**src/rtl/ped_pkg.sv**
```systemverilog
// ============================================================================
// ped_pkg : shared state encoding and widths for the pedestrian request block
// Rev 1.0
// ============================================================================
`default_nettype none

package ped_pkg;

   typedef enum logic [1:0] {
      IDLE  = 2'd0,
      WAIT  = 2'd1,
      SERVE = 2'd2
   } ped_state_t;

   localparam int unsigned DEF_CLK_HZ = 30000000;
   localparam int unsigned MS_PER_S   = 1000;
   localparam int unsigned TICK_DIV   = DEF_CLK_HZ / MS_PER_S;

   localparam int unsigned DB_W  = 8;
   localparam int unsigned SEC_W = 8;
   localparam int unsigned MS_W  = 10;

   function automatic int unsigned tick_div_of(input int unsigned clk_hz);
      return clk_hz / MS_PER_S;
   endfunction

endpackage

`default_nettype wire

```
**src/rtl/ped_request_tick_gen.sv**
```systemverilog
// ============================================================================
// tick_gen : 1 kHz one-cycle strobe derived from the system clock
// Rev 1.0
// ============================================================================
`default_nettype none

module tick_gen
   import ped_pkg::*;
#(
   parameter int unsigned CLK_HZ = DEF_CLK_HZ
)(
   input  logic clk30M,
   input  logic Reset,
   output logic tick
);

   localparam int unsigned DIV = tick_div_of(CLK_HZ);
   localparam int unsigned W   = (DIV > 2) ? $clog2(DIV) : 1;

   logic [W-1:0] r_cnt;
   logic         r_tick;

   always_ff @(posedge clk30M or posedge Reset) begin
      if (Reset) begin
         r_cnt  <= '0;
         r_tick <= 1'b0;
      end else if (r_cnt == W'(DIV - 1)) begin
         r_cnt  <= '0;
         r_tick <= 1'b1;
      end else begin
         r_cnt  <= r_cnt + 1'b1;
         r_tick <= 1'b0;
      end
   end

   assign tick = r_tick;

endmodule

`default_nettype wire

```
**src/rtl/ped_request.sv**
```systemverilog
// ============================================================================
// ped_request : debounced pedestrian key to registered crossing request
// Optional request timeout enabled by defining PED_REQ_TIMEOUT_EN.
// Rev 1.0
// ============================================================================
`default_nettype none

module ped_request
   import ped_pkg::*;
#(
   parameter int unsigned CLK_HZ      = TICK_DIV * MS_PER_S,
   parameter int unsigned DEBOUNCE_MS = 20,
   parameter int unsigned TIMEOUT_S   = 120
)(
   input  logic clk30M,
   input  logic Reset,
   input  logic btn_n,
   input  logic grant,
   output logic req,
   output logic press_pulse,
   output logic btn_clean,
   output logic timeout
);

   if (DEBOUNCE_MS < 1 || DEBOUNCE_MS > 255) begin : g_bad_debounce
      $error("DEBOUNCE_MS out of range 1..255");
   end
   if (TIMEOUT_S < 1 || TIMEOUT_S > 255) begin : g_bad_timeout
      $error("TIMEOUT_S out of range 1..255");
   end

   logic            w_tick;
   logic            r_sync1;
   logic            r_sync2;
   logic            w_level;
   logic [DB_W-1:0] r_db_cnt;
   logic [DB_W-1:0] w_db_next;
   logic            r_clean;
   logic            r_clean_q;
   logic            r_press;
   ped_state_t      r_state;
   logic            r_req;

   tick_gen #(
      .CLK_HZ (CLK_HZ)
   ) u_tick_gen (
      .clk30M (clk30M),
      .Reset  (Reset),
      .tick   (w_tick)
   );

   // Synchronizer resets to 1 so a released key looks idle from the start.
   assign w_level   = ~r_sync2;
   assign w_db_next = r_db_cnt + 1'b1;

   always_ff @(posedge clk30M or posedge Reset) begin
      if (Reset) begin
         r_sync1   <= 1'b1;
         r_sync2   <= 1'b1;
         r_db_cnt  <= '0;
         r_clean   <= 1'b0;
         r_clean_q <= 1'b0;
         r_press   <= 1'b0;
      end else begin
         r_sync1   <= btn_n;
         r_sync2   <= r_sync1;
         r_clean_q <= r_clean;
         r_press   <= r_clean & ~r_clean_q;
         if (w_tick) begin
            if (w_level != r_clean) begin
               if (w_db_next == DB_W'(DEBOUNCE_MS)) begin
                  r_clean  <= w_level;
                  r_db_cnt <= '0;
               end else begin
                  r_db_cnt <= w_db_next;
               end
            end else begin
               r_db_cnt <= '0;
            end
         end
      end
   end

`ifdef PED_REQ_TIMEOUT_EN
   logic [MS_W-1:0]  r_ms;
   logic [SEC_W-1:0] r_sec;
   logic             r_timeout;
`endif

   always_ff @(posedge clk30M or posedge Reset) begin
      if (Reset) begin
         r_state   <= IDLE;
         r_req     <= 1'b0;
`ifdef PED_REQ_TIMEOUT_EN
         r_ms      <= '0;
         r_sec     <= '0;
         r_timeout <= 1'b0;
`endif
      end else begin
`ifdef PED_REQ_TIMEOUT_EN
         r_timeout <= 1'b0;
`endif
         case (r_state)
            IDLE: begin
               if (grant) begin
                  r_state <= SERVE;
               end else if (r_press) begin
                  r_state <= WAIT;
                  r_req   <= 1'b1;
`ifdef PED_REQ_TIMEOUT_EN
                  r_ms    <= '0;
                  r_sec   <= '0;
`endif
               end
            end
            WAIT: begin
               // grant is checked first so it wins over an expiring timeout
               if (grant) begin
                  r_state <= SERVE;
                  r_req   <= 1'b0;
               end
`ifdef PED_REQ_TIMEOUT_EN
               else if (w_tick) begin
                  if (r_ms == MS_W'(MS_PER_S - 1)) begin
                     r_ms <= '0;
                     if (r_sec == SEC_W'(TIMEOUT_S - 1)) begin
                        r_state   <= IDLE;
                        r_req     <= 1'b0;
                        r_timeout <= 1'b1;
                     end else begin
                        r_sec <= r_sec + 1'b1;
                     end
                  end else begin
                     r_ms <= r_ms + 1'b1;
                  end
               end
`endif
            end
            SERVE: begin
               if (!grant) begin
                  r_state <= IDLE;
               end
            end
            default: begin
               r_state <= IDLE;
               r_req   <= 1'b0;
            end
         endcase
      end
   end

`ifdef PED_REQ_TIMEOUT_EN
   assign timeout = r_timeout;
`else
   assign timeout = 1'b0;
`endif

   assign req         = r_req;
   assign press_pulse = r_press;
   assign btn_clean   = r_clean;

endmodule

`default_nettype wire

```
**config.mk**
```make
export PLATFORM = sky130hd
export DESIGN_NAME = ped_request
export DESIGN_NICKNAME = d
export VERILOG_FILES = /design/src/rtl/ped_pkg.sv /design/src/rtl/ped_request_tick_gen.sv /design/src/rtl/ped_request.sv
export SDC_FILE = /design/constraint.sdc
export NUM_CORES = 1
export LEC_CHECK = 0
export CAP_MARGIN = 20
export CORE_MARGIN = 2
export CORE_UTILIZATION = 52
export DETAILED_ROUTE_END_ITERATION = 8
export GPL_TIMING_DRIVEN = 0
export PLACE_DENSITY_LB_ADDON = 0.1
export SLEW_MARGIN = 0
export SYNTH_ARGS = -nofsm -noshare
export SYNTH_HDL_FRONTEND = slang
export SYNTH_SLANG_ARGS = --single-unit
```
**constraint.sdc**
```tcl
create_clock -name clk30M -period 1.8 [get_ports clk30M]
set_clock_uncertainty 0.05 [all_clocks]
set_input_delay 0.27 -clock clk30M [delete_from_list [all_inputs] [get_ports clk30M]]
set_output_delay 0.27 -clock clk30M [all_outputs]
set_load 0.03 [all_outputs]
```
==> qor.yml, run 1 <==
ir_drop_uv: 584
die_x_um: 58.2
grt_pass1_vias: 1055
endpoint: "r_db_cnt[4]"
vias: 1053
yosys_warnings: 0
arrival_ns: 1.89
syn_inst: 143
crit_chain: "ha_2, nand3_2, nor2_4, mux2i_2, o21bai_2, o221ai_1"
postLayoutCoreUtil_pct: 63.5
synth_cell_type_count: 40
place_inst: 181
final_layout_size_suffix_gt1_share_pct: 16.1
path_buf_inv: 0
coreArea_sq_um: 2780
setup_viol: 0
fmax_ghz: 0.589
placed_area_sq_um: 1660
grtUsageTotal_pct: 18.0
clock_latency_ns: 0.33
pin_count: 8
clk_pin_slew_worst_paths_ns: 0.10
finalCritPeriodShare_pct: 94.3
final_area_sq_um: 1770
mostFrequentLayoutCells: "dfrtp_1 (29), nand2_1 (11), nor2_1 (10)"
drv_cap: 0
slowest_delay_ns: 0.41
rrSetupSlack_ns: 0.10
grt_pass1_wl_um: 4570
syn_area_per_cell_sq_um: 10.7
wirelength_um: 2640
synthesis.area_sq_um: 1530
postCtsHoldBufs: 0
die-height_um: 58.2
crit_cells: 6
rows: 19
wire_per_inst_um: 13.8
synth_edf_count: 0
cpMaxStageDelayCell: "dfrtp_1"
die_area_sq_um: 3390
fin_tns_setup_ns: 0
crit_required_ns: 1.99
final.min_clock_period_ns: 1.70
numClockSinks: 32
place.gp.congestion: 0.783
clock_path_buffers: 2
cts_tree: "built"
cp_max_fo: 4
hold_viol: 0
path_class: "reg -> reg"
gr-total-overflow: 0
start_util_pct: 55.0
async_flop_share_pct: 100
relSlewSlack_pct: 53.2
synth_flop_cell: "dfrtp_1"
syn_nets: 150
ant_nets: 0
grt_max_degree: 18
powerDensity_nw_per_um2: 690
antenna_found_initial: 0
hpwl_um: 1860
drt_iter0_drc: 57
ys_seq_elements: 32
cp_top_family: "flip-flops"
root_buffer: "clkbuf_4"
drv_slew: 0
syn2layout_area_growth_pct: 15.5
vias_per_cell: 5.48
worstReg2RegEnd: "r_db_cnt[4]"
worstReg2RegStart: "r_db_cnt[0]"
start_kind: "register"
port_buffers: 6
numCtsBuffers: 5
leakagePower_nw: 0.770
final_common_cell: "dfrtp_1"
critPathCaptureType: "register"
worst_pin_slew_ns: 0.701
seq_area_frac_synth_pct: 52.5
final_nets: 167
hp-class: "in -> async"
critical_path.startpoint: "r_db_cnt[0]"
power_mw: 1.22
status: "complete, no violations"
antennaDiodeCount: 0
stdcell_count: 192
rsz0062_at_grt: "no"
drc_errors: 0
r2r_cells: 6
htree_num_levels: 2
first_pass_iters: 4
metal layers:
metal | part of all wire, % | vias up | wire (um) | GRT usage (%)
li1 | - | 533 | - | -
met1 | 47 | 500 | 1230 | 21.4
met2 | 48 | 13 | 1270 | 29.9
met3 | 3.5 | 7 | 93 | 6.03
met4 | 1.9 | 0 | 49 | 7.31
met5 | 0 | - | 0 | 0
worst register-to-register path: stages, from the launching register on:
cell and delay (ns):
dfrtp_1 0.41, ha_2 0.24, nand3_2 0.13, nor2_4 0.16
mux2i_2 0.31, o21bai_2 0.12, o221ai_1 0.19
flip-flops by register name, indices dropped and copies added (netlist names):
name	flops
r_db_cnt	8
r_sync1	1
r_state	2
r_sync2	1
u_tick_gen.tick	1
r_clean_q	1
req	1
btn_clean	1
u_tick_gen.r_cnt	15
press_pulse	1
power breakdown:
part / internal (mW) / switching (mW)
clock: 0.230 / 0.229
sequential: 0.724 / 0.00237
combinational: 0.0145 / 0.0191
synthesized netlist by cell type (all sizes together) (2+ instances only):
master | instances | area, sq um
clkbuf | 3 | 11.3
o41ai | 3 | 33.8
nand4 | 2 | 12.5
o221ai | 2 | 17.5
ha | 3 | 37.5
nand2 | 11 | 41.3
mux2i | 3 | 30.0
nor2b | 3 | 18.8
dfstp | 2 | 52.6
nor2 | 11 | 41.3
nand3 | 9 | 45.0
or3 | 2 | 12.5
xor2 | 5 | 43.8
inv | 9 | 33.8
and3 | 5 | 41.3
a21oi | 3 | 15.0
nor3 | 4 | 20.0
o21ai | 5 | 25.0
dfrtp | 30 | 751
and4 | 2 | 17.5
o31ai | 2 | 20.0
xnor2 | 9 | 78.8
logic make-up (layout without fill, tap and decap cells):
kind of cell,after synthesis,count (layout),synth area share [%]
adders and majority gates,3,3,2.46
buffers and inverters,13,31,3.44
muxes,3,3,1.96
xor gates and xnor gates,14,14,8.02
and+or+nand+nor,55,55,19.2
DFF,32,32,52.5
other,1,1,0.245
AOI/OAI and AO/OA,22,22,12.2
worst min path at each step:
stage                     startpoint              endpoint  slack (ns)
final                          Reset  u_tick_gen.r_cnt[14]        0.29
after global routing           btn_n               r_sync1        0.27
after CTS                      btn_n               r_sync1        0.27
after detailed placement     r_sync1               r_sync2        0.30
after global placement       r_sync1               r_sync2        0.30
after floorplan                btn_n               r_sync1        0.22
area by class of cell:
class / count / area (sq um)
plain buffers: 4 / 20.0
clock buffers: 8 / 68.8
fillers: 217 / 1010
inverters: 9 / 33.8
multi-input cells: 98 / 692
flip-flops and latches: 32 / 805
well taps: 31 / 38.8
repair buffers: 10 / 109
timing repair:
action,in CTS,in global routing
buffers inserted,3,0
resized for setup,3,6
endpoints found under the setup margin,5,13
through the flow:
step / hold slack [ns] / setup WS, ns
finish: 0.286 / 0.103
global route: 0.273 / 0.00316
CTS: 0.269 / 0.00322
detailed placement: 0.301 / -0.179
global placement: 0.297 / -0.123
floorplan: 0.224 / 0.124
Power figures use the tool's default switching activity.
==> run 2: changes to the inputs <==
- ABC_AREA: default -> 0
==> results of run 2 <==
The final DEF is identical to that of run 1; final timing and power are the same.
